[config.mk]
export PLATFORM = sky130hd
export DESIGN_NAME = mulmac_periph_flat
export DESIGN_NICKNAME = d
export VERILOG_FILES = /design/src/rtl/mulmac_periph_if.sv /design/src/rtl/mulmac_periph.sv /design/src/flat_wrapper.sv
export SDC_FILE = /design/constraint.sdc
export NUM_CORES = 1
export LEC_CHECK = 0
export BUFFER_PORTS_ARGS = -buffer_cell sky130_fd_sc_hd__buf_2
export CORE_MARGIN = 1.5
export CORE_UTILIZATION = 55
export DETAILED_ROUTE_END_ITERATION = 8
export PLACE_DENSITY = 0.71
export SLEW_MARGIN = 15
export SYNTH_ARGS = -nofsm -noshare
export SYNTH_HDL_FRONTEND = slang
export SYNTH_SLANG_ARGS = --single-unit
export TNS_END_PERCENT = 5
[constraint.sdc]
create_clock -name mclk -period 10.8 [get_ports mclk]
set_input_delay 0 -clock mclk [delete_from_list [all_inputs] [get_ports mclk]]
set_output_delay 0 -clock mclk [all_outputs]
set_load 0.005 [all_outputs]
[src/rtl/mulmac_periph_if.sv]
// mulmac_periph_if: openMSP430 peripheral bus bundle for mulmac_periph
interface mulmac_periph_if;
  logic [13:0] per_addr;
  logic [15:0] per_din;
  logic        per_en;
  logic [1:0]  per_we;
  logic [15:0] per_dout;
  logic        irq;
  modport master (output per_addr, per_din, per_en, per_we, input per_dout, irq);
  modport slave (input per_addr, per_din, per_en, per_we, output per_dout, irq);
endinterface

[src/rtl/mulmac_periph.sv]
// mulmac_periph: memory-mapped shift-add multiply/multiply-accumulate peripheral
module mulmac_periph #(
  parameter logic [13:0] BASE_ADDR = 14'h0A0,
  parameter int WORDS = 2
) (
  input logic mclk,
  input logic puc_rst,
  mulmac_periph_if.slave bus
);
  localparam int N = 16 * WORDS;
  localparam int CW = $clog2(N);
  localparam logic [13:0] CTL_OFF = 14'(4 * WORDS);
  localparam logic [13:0] STAT_OFF = 14'(4 * WORDS + 1);
  typedef enum logic [1:0] {IDLE, LOAD, RUN, FIX} state_t;
  state_t state_q, state_d;
  logic [N-1:0] a_q, a_d, b_q, b_d, mplier_q, mplier_d, a_abs, b_abs;
  logic [2*N-1:0] res_q, res_d, mcand_q, mcand_d, prod_q, prod_d, fix_p;
  logic [2*N:0] fix_sum;
  logic [CW-1:0] cnt_q, cnt_d;
  logic signed_q, signed_d, acc_q, acc_d, ie_q, ie_d, done_q, done_d;
  logic ovf_q, ovf_d, irq_q, irq_d, neg_q, neg_d;
  logic [13:0] off;
  logic [15:0] rdata;
  logic busy, wr, rd, start, fix_ovf;
  assign off = bus.per_addr - BASE_ADDR;
  assign busy = state_q != IDLE;
  assign wr = bus.per_en && bus.per_we == 2'b11 && off <= STAT_OFF;
  assign rd = bus.per_en && bus.per_we == 2'b00 && off <= STAT_OFF;
  assign start = wr && !busy && off == CTL_OFF && bus.per_din[0];
  assign a_abs = (signed_q && a_q[N-1]) ? -a_q : a_q;
  assign b_abs = (signed_q && b_q[N-1]) ? -b_q : b_q;
  assign fix_p = neg_q ? -prod_q : prod_q;
  assign fix_sum = {1'b0, res_q} + {1'b0, fix_p};
  // signed overflow: operands agree in sign but the sum does not
  assign fix_ovf = signed_q ? (res_q[2*N-1] == fix_p[2*N-1]) && (fix_sum[2*N-1] != res_q[2*N-1])
                            : fix_sum[2*N];
  always_comb begin
    a_d = a_q;
    b_d = b_q;
    res_d = res_q;
    signed_d = signed_q;
    acc_d = acc_q;
    ie_d = ie_q;
    done_d = done_q;
    ovf_d = ovf_q;
    irq_d = done_q & ie_q;
    if (wr && !busy) begin
      for (int i = 0; i < WORDS; i++) begin
        if (off == 14'(i)) a_d[16*i +: 16] = bus.per_din;
        if (off == 14'(WORDS + i)) b_d[16*i +: 16] = bus.per_din;
      end
      for (int i = 0; i < 2 * WORDS; i++)
        if (off == 14'(2 * WORDS + i)) res_d[16*i +: 16] = bus.per_din;
    end
    if (wr && off == CTL_OFF) begin
      ie_d = bus.per_din[3];
      signed_d = busy ? signed_q : bus.per_din[1];
      acc_d = busy ? acc_q : bus.per_din[2];
    end
    if (wr && off == STAT_OFF) begin
      done_d = bus.per_din[1] ? 1'b0 : done_q;
      ovf_d = bus.per_din[2] ? 1'b0 : ovf_q;
    end
    if (start) done_d = 1'b0;
    if (state_q == FIX) begin
      res_d = acc_q ? fix_sum[2*N-1:0] : fix_p;
      done_d = 1'b1;
      ovf_d = ovf_q | (acc_q & fix_ovf);
    end
  end
  always_comb begin
    state_d = state_q;
    mcand_d = mcand_q;
    mplier_d = mplier_q;
    prod_d = prod_q;
    cnt_d = cnt_q;
    neg_d = neg_q;
    case (state_q)
      IDLE: state_d = start ? LOAD : IDLE;
      LOAD: begin
        mcand_d = {{N{1'b0}}, a_abs};
        mplier_d = b_abs;
        prod_d = '0;
        cnt_d = CW'(N - 1);
        neg_d = signed_q & (a_q[N-1] ^ b_q[N-1]);
        state_d = RUN;
      end
      RUN: begin
        prod_d = prod_q + (mplier_q[0] ? mcand_q : '0);
        mcand_d = mcand_q << 1;
        mplier_d = mplier_q >> 1;
        cnt_d = cnt_q - CW'(1);
        state_d = (cnt_q == '0) ? FIX : RUN;
      end
      FIX: state_d = IDLE;
    endcase
  end
  always_comb begin
    rdata = '0;
    for (int i = 0; i < WORDS; i++) begin
      if (off == 14'(i)) rdata = a_q[16*i +: 16];
      if (off == 14'(WORDS + i)) rdata = b_q[16*i +: 16];
    end
    for (int i = 0; i < 2 * WORDS; i++)
      if (off == 14'(2 * WORDS + i)) rdata = res_q[16*i +: 16];
    if (off == CTL_OFF) rdata = {12'b0, ie_q, acc_q, signed_q, 1'b0};
    if (off == STAT_OFF) rdata = {13'b0, ovf_q, done_q, busy};
  end
  assign bus.per_dout = rd ? rdata : 16'h0;
  assign bus.irq = irq_q;
  always_ff @(posedge mclk or posedge puc_rst) begin
    if (puc_rst) begin
      state_q <= IDLE;
      a_q <= '0;
      b_q <= '0;
      res_q <= '0;
      mcand_q <= '0;
      mplier_q <= '0;
      prod_q <= '0;
      cnt_q <= '0;
      signed_q <= 1'b0;
      acc_q <= 1'b0;
      ie_q <= 1'b0;
      done_q <= 1'b0;
      ovf_q <= 1'b0;
      irq_q <= 1'b0;
      neg_q <= 1'b0;
    end else begin
      state_q <= state_d;
      a_q <= a_d;
      b_q <= b_d;
      res_q <= res_d;
      mcand_q <= mcand_d;
      mplier_q <= mplier_d;
      prod_q <= prod_d;
      cnt_q <= cnt_d;
      signed_q <= signed_d;
      acc_q <= acc_d;
      ie_q <= ie_d;
      done_q <= done_d;
      ovf_q <= ovf_d;
      irq_q <= irq_d;
      neg_q <= neg_d;
    end
  end
endmodule

[src/flat_wrapper.sv]
// flat-port wrapper written by rule: the top's interface ports become plain ports
module mulmac_periph_flat 
#(
  parameter logic [13:0] BASE_ADDR = 14'h0A0,
  parameter int WORDS = 2
)
  (mclk, puc_rst, bus_per_addr, bus_per_din, bus_per_en, bus_per_we, bus_per_dout, bus_irq);
  mulmac_periph_if bus_i ();
  input logic mclk;
  input logic puc_rst;
  input wire logic [$bits(bus_i.per_addr)-1:0] bus_per_addr;
  input wire logic [$bits(bus_i.per_din)-1:0] bus_per_din;
  input wire logic [$bits(bus_i.per_en)-1:0] bus_per_en;
  input wire logic [$bits(bus_i.per_we)-1:0] bus_per_we;
  output wire logic [$bits(bus_i.per_dout)-1:0] bus_per_dout;
  output wire logic [$bits(bus_i.irq)-1:0] bus_irq;
  assign bus_i.per_addr = bus_per_addr;
  assign bus_i.per_din = bus_per_din;
  assign bus_i.per_en = bus_per_en;
  assign bus_i.per_we = bus_per_we;
  assign bus_per_dout = bus_i.per_dout;
  assign bus_irq = bus_i.irq;
  mulmac_periph #(.BASE_ADDR(BASE_ADDR), .WORDS(WORDS)) u_core (.mclk(mclk), .puc_rst(puc_rst), .bus(bus_i));
endmodule
# Word-level counts from Yosys, hierarchy flattened
# Index checks and enable logic that the tools add are counted.
# W data, S select, Z words.
word_totals:
  reg_bits: 302
  wordCells: 125
classes:
  eq_ne: 15
  order_cmp: 1
  addsub: 7
  muxes: 37
  reduce_logical: 39
  bitwise_logic: 6
ops:
  columns: ["operator", "n"]
  rows:
  - ["$mux W64", 5]
  - ["$pmux W64 S2", 2]
  - ["$mux W16", 15]
  - ["$add A64 B64 Y65", 1]
  - ["$add A64 B64 Y64", 1]
  - ["$mux W32", 2]
  - ["$neg A32 Y32", 2]
  - ["$neg A64 Y64", 1]
  - ["$pmux W32 S2", 1]
  - ["$eq A14 B3 Y1 const B", 4]
  - ["$eq A14 B2 Y1 const B", 2]
  - ["$eq A14 B4 Y1 const B", 2]
  - ["$reduce_and A2 Y1", 11]
  - ["$reduce_bool A2 Y1", 9]
  - ["$eq A14 B1 Y1 const B", 1]
  - ["$le A14 B4 Y1 const B", 1]
  - ["$logic_not A14 Y1", 1]
  - ["$sub A14 B8 Y14 const B", 1]
  - ["$logic_and A1 B1 Y1", 12]
  - ["$mux W1", 10]
  - ["$pmux W5 S2", 1]
  - ["$pmux W2 S4", 1]
  - ["$eq A2 B2 Y1 const B", 3]
  - ["$reduce_bool A3 Y1", 2]
  - ["11 further kinds", 14]

# Depth between registers and ports, before layout
# Gate-level depths: netlist (run 1).
logic_depth:
  word_depth: 13
  ltp_mapped: 21
  ltp_nobuf: 21

# Least setup slack after synthesis (run 1)
# Ideal clock, no wire load.
synth_timing:
  path_type: "register to register"
  start: "register u_core.prod_q[9]"
  end: "register u_core.res_q[58]"
  synth_period_minus_slack_ps: 4714
  setup_time_ps: 137
  setup_slack_ps: 6086
  arrival_ps: 4577
  stages_incl_launch_ff: 20
  path_cell_list: "dfrtp_1 or4_4 or3_1 nor4_2 and2_1 nand3_1 o31ai_1 xnor2_1 ha_1 clkbuf_1 nand4_1 nor4_1 nand4_1 a21oi_1 o31ai_2 or3b_2 nand4b_1 xor2_1 a221oi_1 a21oi_1"
synth_between:
  elab_chain_len: 5
synth_lines:
  columns: ["item", "line_no", "source"]
  rows:
  - ["start: declaration", "mulmac_periph.sv:17", "logic [2*N-1:0] res_q, res_d, mcand_q, mcand_d, prod_q, prod_d, fix_p;"]
  - ["start signal: assignment", "mulmac_periph.sv:135", "prod_q <= prod_d;"]
  - ["$neg A64 Y64", "mulmac_periph.sv:32", "assign fix_p = neg_q ? -prod_q : prod_q;"]
  - ["$mux W64 *", "mulmac_periph.sv:32", null]
  - ["$add A64 B64 Y65", "mulmac_periph.sv:33", "assign fix_sum = {1'b0, res_q} + {1'b0, fix_p};"]
  - ["$mux W64 *", "mulmac_periph.sv:66", "res_d = acc_q ? fix_sum[2*N-1:0] : fix_p;"]
  - ["$mux W64 *", "mulmac_periph.sv:65", "if (state_q == FIX) begin"]
  - ["end signal: assignment", "mulmac_periph.sv:132", "res_q <= res_d;"]
  - ["end: declaration", "mulmac_periph.sv:17", null]
# Mark *: on every way between the ends. The rest lies on a longest branch, timed or not.
# A chain may end at the register's enable or synchronous reset.

# Worst setup path after layout (run 1)
layout_timing:
  start: "register u_core.prod_q[8]"
  end: "register u_core.res_q[53]"
# Same word-level chain as after synthesis.

==> results of run 1 <==
## through the flow
| step | cell area [um2] | utilization |
|---|---|---|
| floorplan | 23830 | - |
| global placement | 24440 | 0.5699 |
| detailed placement | 24440 | 0.5700 |
| CTS | 26040 | 0.6072 |
| global route | 26040 | 0.6072 |
| finish | 26050 | 0.6073 |
## routing by layer
layer | up-vias | share of wire
met5 | - | 0.00015
met4 | 2 | 0.033
met3 | 147 | 0.092
met2 | 1037 | 0.43
met1 | 10690 | 0.44
li1 | 10090 | -
## kinds of logic (layout without fill, tap and decap cells)
| group | after synthesis | after routing | share of synthesized area |
|---|---|---|---|
| buf+inv | 214 | 221 | 0.03397 |
| simple gates | 769 | 769 | 0.1584 |
| mux | 180 | 180 | 0.08227 |
| flops | 302 | 302 | 0.3171 |
| fa+ha+maj | 139 | 139 | 0.07361 |
| other cells | 0 | 1 | 0 |
| compound gates | 909 | 909 | 0.2483 |
| xor+xnor | 235 | 235 | 0.08637 |
## cell type report
cell class / count / share of cell area
clock inverter: 20 / 0.01504
timing repair buffer: 92 / 0.02344
tap: 585 / 0.02810
multi-input combinational: 2232 / 0.5949
antenna: 1 / 0.00009608
clock buffer: 48 / 0.03906
sequential: 302 / 0.2903
inverter: 61 / 0.009080
## cells in the mapped netlist, types with 7 or more instances
cell      number
or3_1         21
o21a_1        13
or4_1          8
o21ai_1       12
o221ai_1       7
inv_1         59
clkbuf_1     136
a211oi_1      33
xnor2_1      161
a21oi_1      218
a22oi_1       19
buf_1         12
o211ai_1      19
nor2b_1       15
nand2b_1      24
nor2_1       163
a21o_1        71
a31oi_1       22
o21ai_0      230
a221oi_1      17
mux2_2       127
ha_1         137
nand3_1       44
and3_1        17
o21bai_1      22
nor4_1        13
nor3_1        38
nand3b_1       7
nand2_1      268
and2_1        84
o41ai_1       12
a221o_1        8
nand4_1       36
a22o_1        79
xor2_1        74
o31ai_1       29
dfrtp_1      302
o22ai_1       34
mux2i_1       53
## power by group through the flow
stage	sequential, W	combinational (W)	clock, W
after global routing	0.00113	0.0000712	0.00151
after global placement	0.00115	0.0000603	0
after floorplan	0.00115	0.0000273	0
after CTS	0.00113	0.0000668	0.00147
after detailed placement	0.00115	0.0000611	0
final	0.00113	0.0000665	0.00145
## worst max-delay path by stage
stage | start | endpoint | slack, ns | cells past startpoint
floorplan | puc_rst | u_core.a_q[0]$_DFFE_PP0P_ | 2.45 | 1
global placement | u_core.prod_q[9]$_DFFE_PP0P_ | u_core.res_q[31]$_DFFE_PP0P_ | 5.17 | 16
finish | u_core.prod_q[8]$_DFFE_PP0P_ | u_core.res_q[53]$_DFFE_PP0P_ | 5.19 | 18
global route | u_core.prod_q[8]$_DFFE_PP0P_ | u_core.res_q[53]$_DFFE_PP0P_ | 4.95 | 18
CTS | u_core.prod_q[8]$_DFFE_PP0P_ | u_core.res_q[53]$_DFFE_PP0P_ | 5.26 | 18
detailed placement | u_core.prod_q[8]$_DFFE_PP0P_ | u_core.res_q[53]$_DFFE_PP0P_ | 5.27 | 18
## registers in the layout, indices dropped and copies added (netlist names)
| signal | count |
|---|---|
| u_core.cnt_q | 5 |
| u_core.mplier_q | 32 |
| u_core.ie_q | 1 |
| u_core.b_q | 32 |
| u_core.bus.irq | 1 |
| u_core.a_q | 32 |
| u_core.neg_q | 1 |
| u_core.res_q | 64 |
| u_core.signed_q | 1 |
| u_core.ovf_q | 1 |
| u_core.acc_q | 1 |
| u_core.done_q | 1 |
| u_core.mcand_q | 64 |
| u_core.state_q | 2 |
| u_core.prod_q | 64 |
## what timing repair did
action                                  CTS  global route
hold buffers                             19             0
endpoints found under the setup margin    0             0
endpoints found under the hold margin   228             0
## worst max-delay path: cells and delay by family, from the launching register on
family | cells | cell delay (ns)
adders and majority gates | 1 | 0.35
and+or+nand+nor | 4 | 1.31
xor gates and xnor gates | 2 | 0.38
AOI/OAI and AO/OA | 11 | 3.03
DFF | 1 | 0.44
==> flow_metrics.tcl, run 1 <==
set metrics [dict create \
    cts_resized 0 \
    rows 76 \
    p_comb_frac 0.025 \
    ys.flop_type "dfrtp_1" \
    hp-class "input port to register" \
    r2r_cells 18 \
    drc 0 \
    slew_violations 0 \
    clockRootBuffer "clkbuf_16" \
    yosysTopAreaCellShare 0.3171 \
    fin_setup_tns_ns 0 \
    async_reset_ff_frac 1.000 \
    first_iter_violations 2580 \
    period_minus_slack_ns 5.608 \
    avgSynthCellArea_um2 8.672 \
    crit_type "register to register" \
    layout.cells.most_common "dfrtp_1" \
    dpl_worst_slack_ns 5.274 \
    worstPathArrival_ns 6.09 \
    regToRegSetupSlack_ns 5.19 \
    wire_per_inst_um 23.64 \
    use_met1 0.5157 \
    die_area_um2 44590 \
    cts_buffers 37 \
    grt_pass1_wl_mm 120.7 \
    slowest_delay_ns 0.62 \
    track_usage 0.3512 \
    max_freq_ghz 0.1783 \
    fin_skew_ns 0.03025 \
    start_kind "register" \
    grt_antenna_before_repair 2 \
    post-cts-setup-buffers 0 \
    h-tree-depth 2 \
    setup_viol 0 \
    clk_latency_ns 0.59 \
    vdd_drop_max_mv 0.1070 \
    ys_types 86 \
    grt_overflow 0 \
    whs_endpoint "u_core.ie_q$_DFFE_PP0P_" \
    clock-sinks 302 \
    yosys.area.top_type "dfrtp_1" \
    ys.warnings.count 0 \
    seqPwrFrac 0.428 \
    reg2reg_to "u_core.res_q[53]$_DFFE_PP0P_" \
    area_delta_synth_final_pct 9.288 \
    first_pass_iters 6 \
    synthCells 2748 \
    fillers 3765 \
    finalNonFillerCells 3341 \
    grt_max_degree 119 \
    synth_edf_count 0 \
    port_buffers 51 \
    relSlewSlack 0.2357 \
    via_count 21970 \
    fin_ws_ns 5.192 \
    synth_nets 2922 \
    cpMaxStageDelayCell "a311oi_2" \
    start_util 0.5557 \
    grt_use_met3 0.05531 \
    grt_pass1_vias 20290 \
    multiInputGateArea_um2 15490 \
    synth.cell_area_um2 23830 \
    maxCapViolCount 0 \
    worst_pin_slew_ns 1.144 \
    end_kind "register" \
    seq_area_frac_synth 0.3171 \
    die_h_um 211.2 \
    p_int_w 0.002039 \
    hold_violations 0 \
    rsz0062_at_grt "no" \
    whs_path_depth 6 \
    routabilityCongestion 1.019 \
    final_cell_mix "dfrtp_1 (300), nand2_1 (268), o21ai_0 (230)" \
    synth_seq_cells 302 \
    worstPathRequired_ns 11.29 \
    cts_buffer_depth 3 \
    hold_start "bus_per_en" \
    synthTopCellsByArea "dfrtp_1 (32%), ha_1 (7.2%), mux2_2 (6.0%)" \
    clkPwrFrac 0.547 \
    die_w_um 211.2 \
    swShare 0.2290 \
    wl_mm 78.97 \
    cts_tree "yes" \
    critical-path-top-cell-by-count "a21o_1" \
    p_total_w 0.002644 \
    path_max_fanout 6 \
    rr_startpoint "u_core.prod_q[8]$_DFFE_PP0P_" \
    holdWs_ns 0.08960 \
    core-area_um2 42890 \
    crit_chain "or4_4 -> or3_1 -> nor4_2 -> nand2_1 -> o41ai_1 -> xnor2_1 -> ha_1 -> a21o_1 -> a21o_1 -> a21o_1 -> a21oi_1 -> o21ai_0 -> a21o_1 -> a221oi_1 -> o31ai_2 -> a311oi_2 -> xor2_1 -> a211oi_1" \
    finalCritPeriodShare 0.5192 \
    routed_via_density 6.575 \
    p_sw_w 0.0006055 \
    clk_pin_slew_ns 0.06 \
    power_density_nw_per_um2 101.5 \
    busiest_layer "met2" \
    gr-usage-met2 0.5208 \
    ant_nets 0 \
    hpwl_mm 58.22 \
    status "finished clean" \
    nets 2900 \
    post-place-cells 3253 \
    regArea_um2 7560 \
    drive_gt1_frac 0.1114 \
    p_leak_nw 12.12 \
    pin_count 52 \
]
Power figures use the tool's default switching activity.
==> run 2: changes to the inputs <==
- clock period: 10.8 -> 5.5 ns (I/O delays scaled with it)
==> run 2 against run 1 <==
  * Count of clock-buffer cells in the layout rose by 8
  * Setup slack got worse by 5.0 ns
  * Core utilization rose by 0.41 points
  * Design area rose by 0.67%
  * Sequential cell count did not move
  * Total power rose by 89%
  * First-iteration DRC count rose by 0.66%
  * Wire length rose by 1.7%
  * Fmax rose by 5.7%
==> flow_metrics.tcl, run 2 (same netlist as run 1, synthesis figures left out) <==
set metrics [dict create \
    status "finished clean" \
    area_delta_synth_final_pct 10.02 \
    p_leak_nw 12.24 \
    pin_count 52 \
    clk_pin_slew_ns 0.06 \
    slowest_delay_ns 0.57 \
    critical-path-top-cell-by-count "a221o_1" \
    clockRootBuffer "clkbuf_16" \
    cts_buffers 38 \
    grt_max_degree 153 \
    p_comb_frac 0.026 \
    drive_gt1_frac 0.1232 \
    grt_pass1_wl_mm 122.9 \
    reg_top3 "u_core.mcand_q: 64 flops, u_core.prod_q: 64 flops, u_core.res_q: 64 flops" \
    grt_antenna_before_repair 4 \
    max_freq_ghz 0.1884 \
    vdd_drop_max_mv 0.2080 \
    relSlewSlack 0.2968 \
    first_pass_iters 7 \
    rows 76 \
    period_minus_slack_ns 5.307 \
    start_util 0.5557 \
    drc 0 \
    wl_mm 80.31 \
    cpMaxStageDelayCell "or4_4" \
    seqPwrFrac 0.444 \
    worst_pin_slew_ns 1.055 \
    worstPathRequired_ns 5.96 \
    ant_nets 0 \
    cts_buffer_depth 3 \
    wire_per_inst_um 23.88 \
    p_total_w 0.005008 \
    grt_overflow 0 \
    hp-class "input port to register" \
    crit_type "register to register" \
    path_max_fanout 8 \
    die_h_um 211.2 \
    worstPathArrival_ns 5.77 \
    regToRegSetupSlack_ns 0.19 \
    worst_path_dominant_cell_family "compound AO/OA/AOI/OAI gates" \
    slew_violations 0 \
    hpwl_mm 60.11 \
    hold_violations 0 \
    cp_num_buf_inv 0 \
    h-tree-depth 2 \
    end_kind "register" \
    layout.cells.most_common "dfrtp_1" \
    clock-sinks 302 \
    core-area_um2 42890 \
    start_kind "register" \
    die_w_um 211.2 \
    rsz0062_at_grt "yes" \
    nets 2922 \
    maxCapViolCount 0 \
    setup_viol 0 \
    power_density_nw_per_um2 191.0 \
    track_usage 0.3580 \
    clk_latency_ns 0.58 \
    finalCritPeriodShare 0.9649 \
    crit_chain "or4_4 -> or3_1 -> nor2_1 -> and3_1 -> nand2_1 -> o31ai_1 -> xnor2_1 -> ha_1 -> nor2b_1 -> o21ai_0 -> nand2b_1 -> a221o_1 -> o31ai_4 -> a21oi_1 -> a221o_1 -> a211o_1 -> a32o_1" \
    clkPwrFrac 0.531 \
    p_sw_w 0.001163 \
    routabilityCongestion 0.9954 \
    p_int_w 0.003845 \
    port_buffers 51 \
    grt_pass1_vias 20600 \
    fin_skew_ns 0.03069 \
    cts_tree "yes" \
    swShare 0.2322 \
    final_cell_mix "dfrtp_1 (300), nand2_1 (268), o21ai_0 (227)" \
    routed_via_density 6.525 \
    die_area_um2 44590 \
    via_count 21940 \
    holdWs_ns 0.02484 \
    first_iter_violations 2597 \
]
-- run 2: changes by cell type in the layout (fill, tap and decap cells not counted), sizes merged --
cell         before  now
bufinv            9    3
buf              73   96
clkinv            8    7
clkbuf           48   56
dlygate4sd3      19   17
-- run 2: worst paths after layout --
kind                       cells after the start                         start                           end
max in group asynchronous                      4                       puc_rst      u_core.acc_q$_DFFE_PP0P_
min reg2reg                                    1   u_core.cnt_q[3]$_DFFE_PP0P_   u_core.cnt_q[3]$_DFFE_PP0P_
min                                            5                 bus_per_we[1]       u_core.ie_q$_DFFE_PP0P_
max                                           17  u_core.prod_q[9]$_DFFE_PP0P_      u_core.ovf_q$_DFFE_PP0P_
min in group asynchronous                      3                       puc_rst  u_core.res_q[48]$_DFFE_PP0P_
max reg2reg                                   17  u_core.prod_q[9]$_DFFE_PP0P_      u_core.ovf_q$_DFFE_PP0P_
-- run 2: layout make-up --
type                            count  area [um2]
Fill cell                        3752       16670
Tap cell                          585       732.0
Sequential cell                   302        7560
Antenna cell                        1       2.502
Multi-Input combinational cell   2232       15580
Clock inverter                     13       167.7
Timing Repair Buffer              113       800.8
Clock buffer                       56        1149
Inverter                           61       232.7
-- run 2: per-layer routing --
| layer | vias to the layer above | share of wire | global-route usage |
|---|---|---|---|
| li1 | 10120 | - | - |
| met1 | 10680 | 0.45 | 0.5259 |
| met2 | 964 | 0.43 | 0.5310 |
| met3 | 167 | 0.082 | 0.05189 |
| met4 | 6 | 0.037 | 0.1335 |
| met5 | - | 0.00041 | 0 |
-- run 2: worst reg2reg max path, stage by stage, from the launching register on --
cell and delay, ns:
dfrtp_1 0.42, or4_4 0.57, or3_1 0.41, nor2_1 0.18
and3_1 0.31, nand2_1 0.14, o31ai_1 0.27, xnor2_1 0.26
ha_1 0.40, nor2b_1 0.17, o21ai_0 0.16, nand2b_1 0.09
a221o_1 0.37, o31ai_4 0.35, a21oi_1 0.18, a221o_1 0.36
a211o_1 0.30, a32o_1 0.25
-- run 2: power by group through the flow --
stage	Sequential, W	Clock [W]	Combinational [W]
2_1_floorplan	0.00226	0	0.0000539
3_3_place_gp	0.00226	0	0.000118
3_5_place_dp	0.00226	0	0.000120
4_1_cts	0.00222	0.00268	0.000129
5_1_grt	0.00222	0.00277	0.000139
6_report	0.00222	0.00266	0.000129
-- run 2: repair_timing --
item / 4_1_cts / 5_1_grt
gates resized for setup: 1 / 16
endpoints found under the hold margin: 132 / 0
setup endpoints to repair: 2 / 15
hold buffers: 17 / 0
pin swaps: 0 / 1
setup buffers: 0 / 0
-- run 2: stage by stage --
| step | setup WS [ns] | cell area (um2) | setup TNS [ns] | cells | util |
|---|---|---|---|---|---|
| floorplan | 0.7858 | 23840 | 0 | 2748 | - |
| global placement | -0.06028 | 24650 | -0.06028 | 3276 | 0.5747 |
| detailed placement | -0.1586 | 24650 | -0.1861 | 3276 | 0.5747 |
| CTS | 0.06597 | 26140 | 0 | 3362 | 0.6094 |
| global route | -0.06524 | 26220 | -0.06524 | 3362 | 0.6113 |
| finish | 0.1928 | 26220 | 0 | 3363 | 0.6114 |
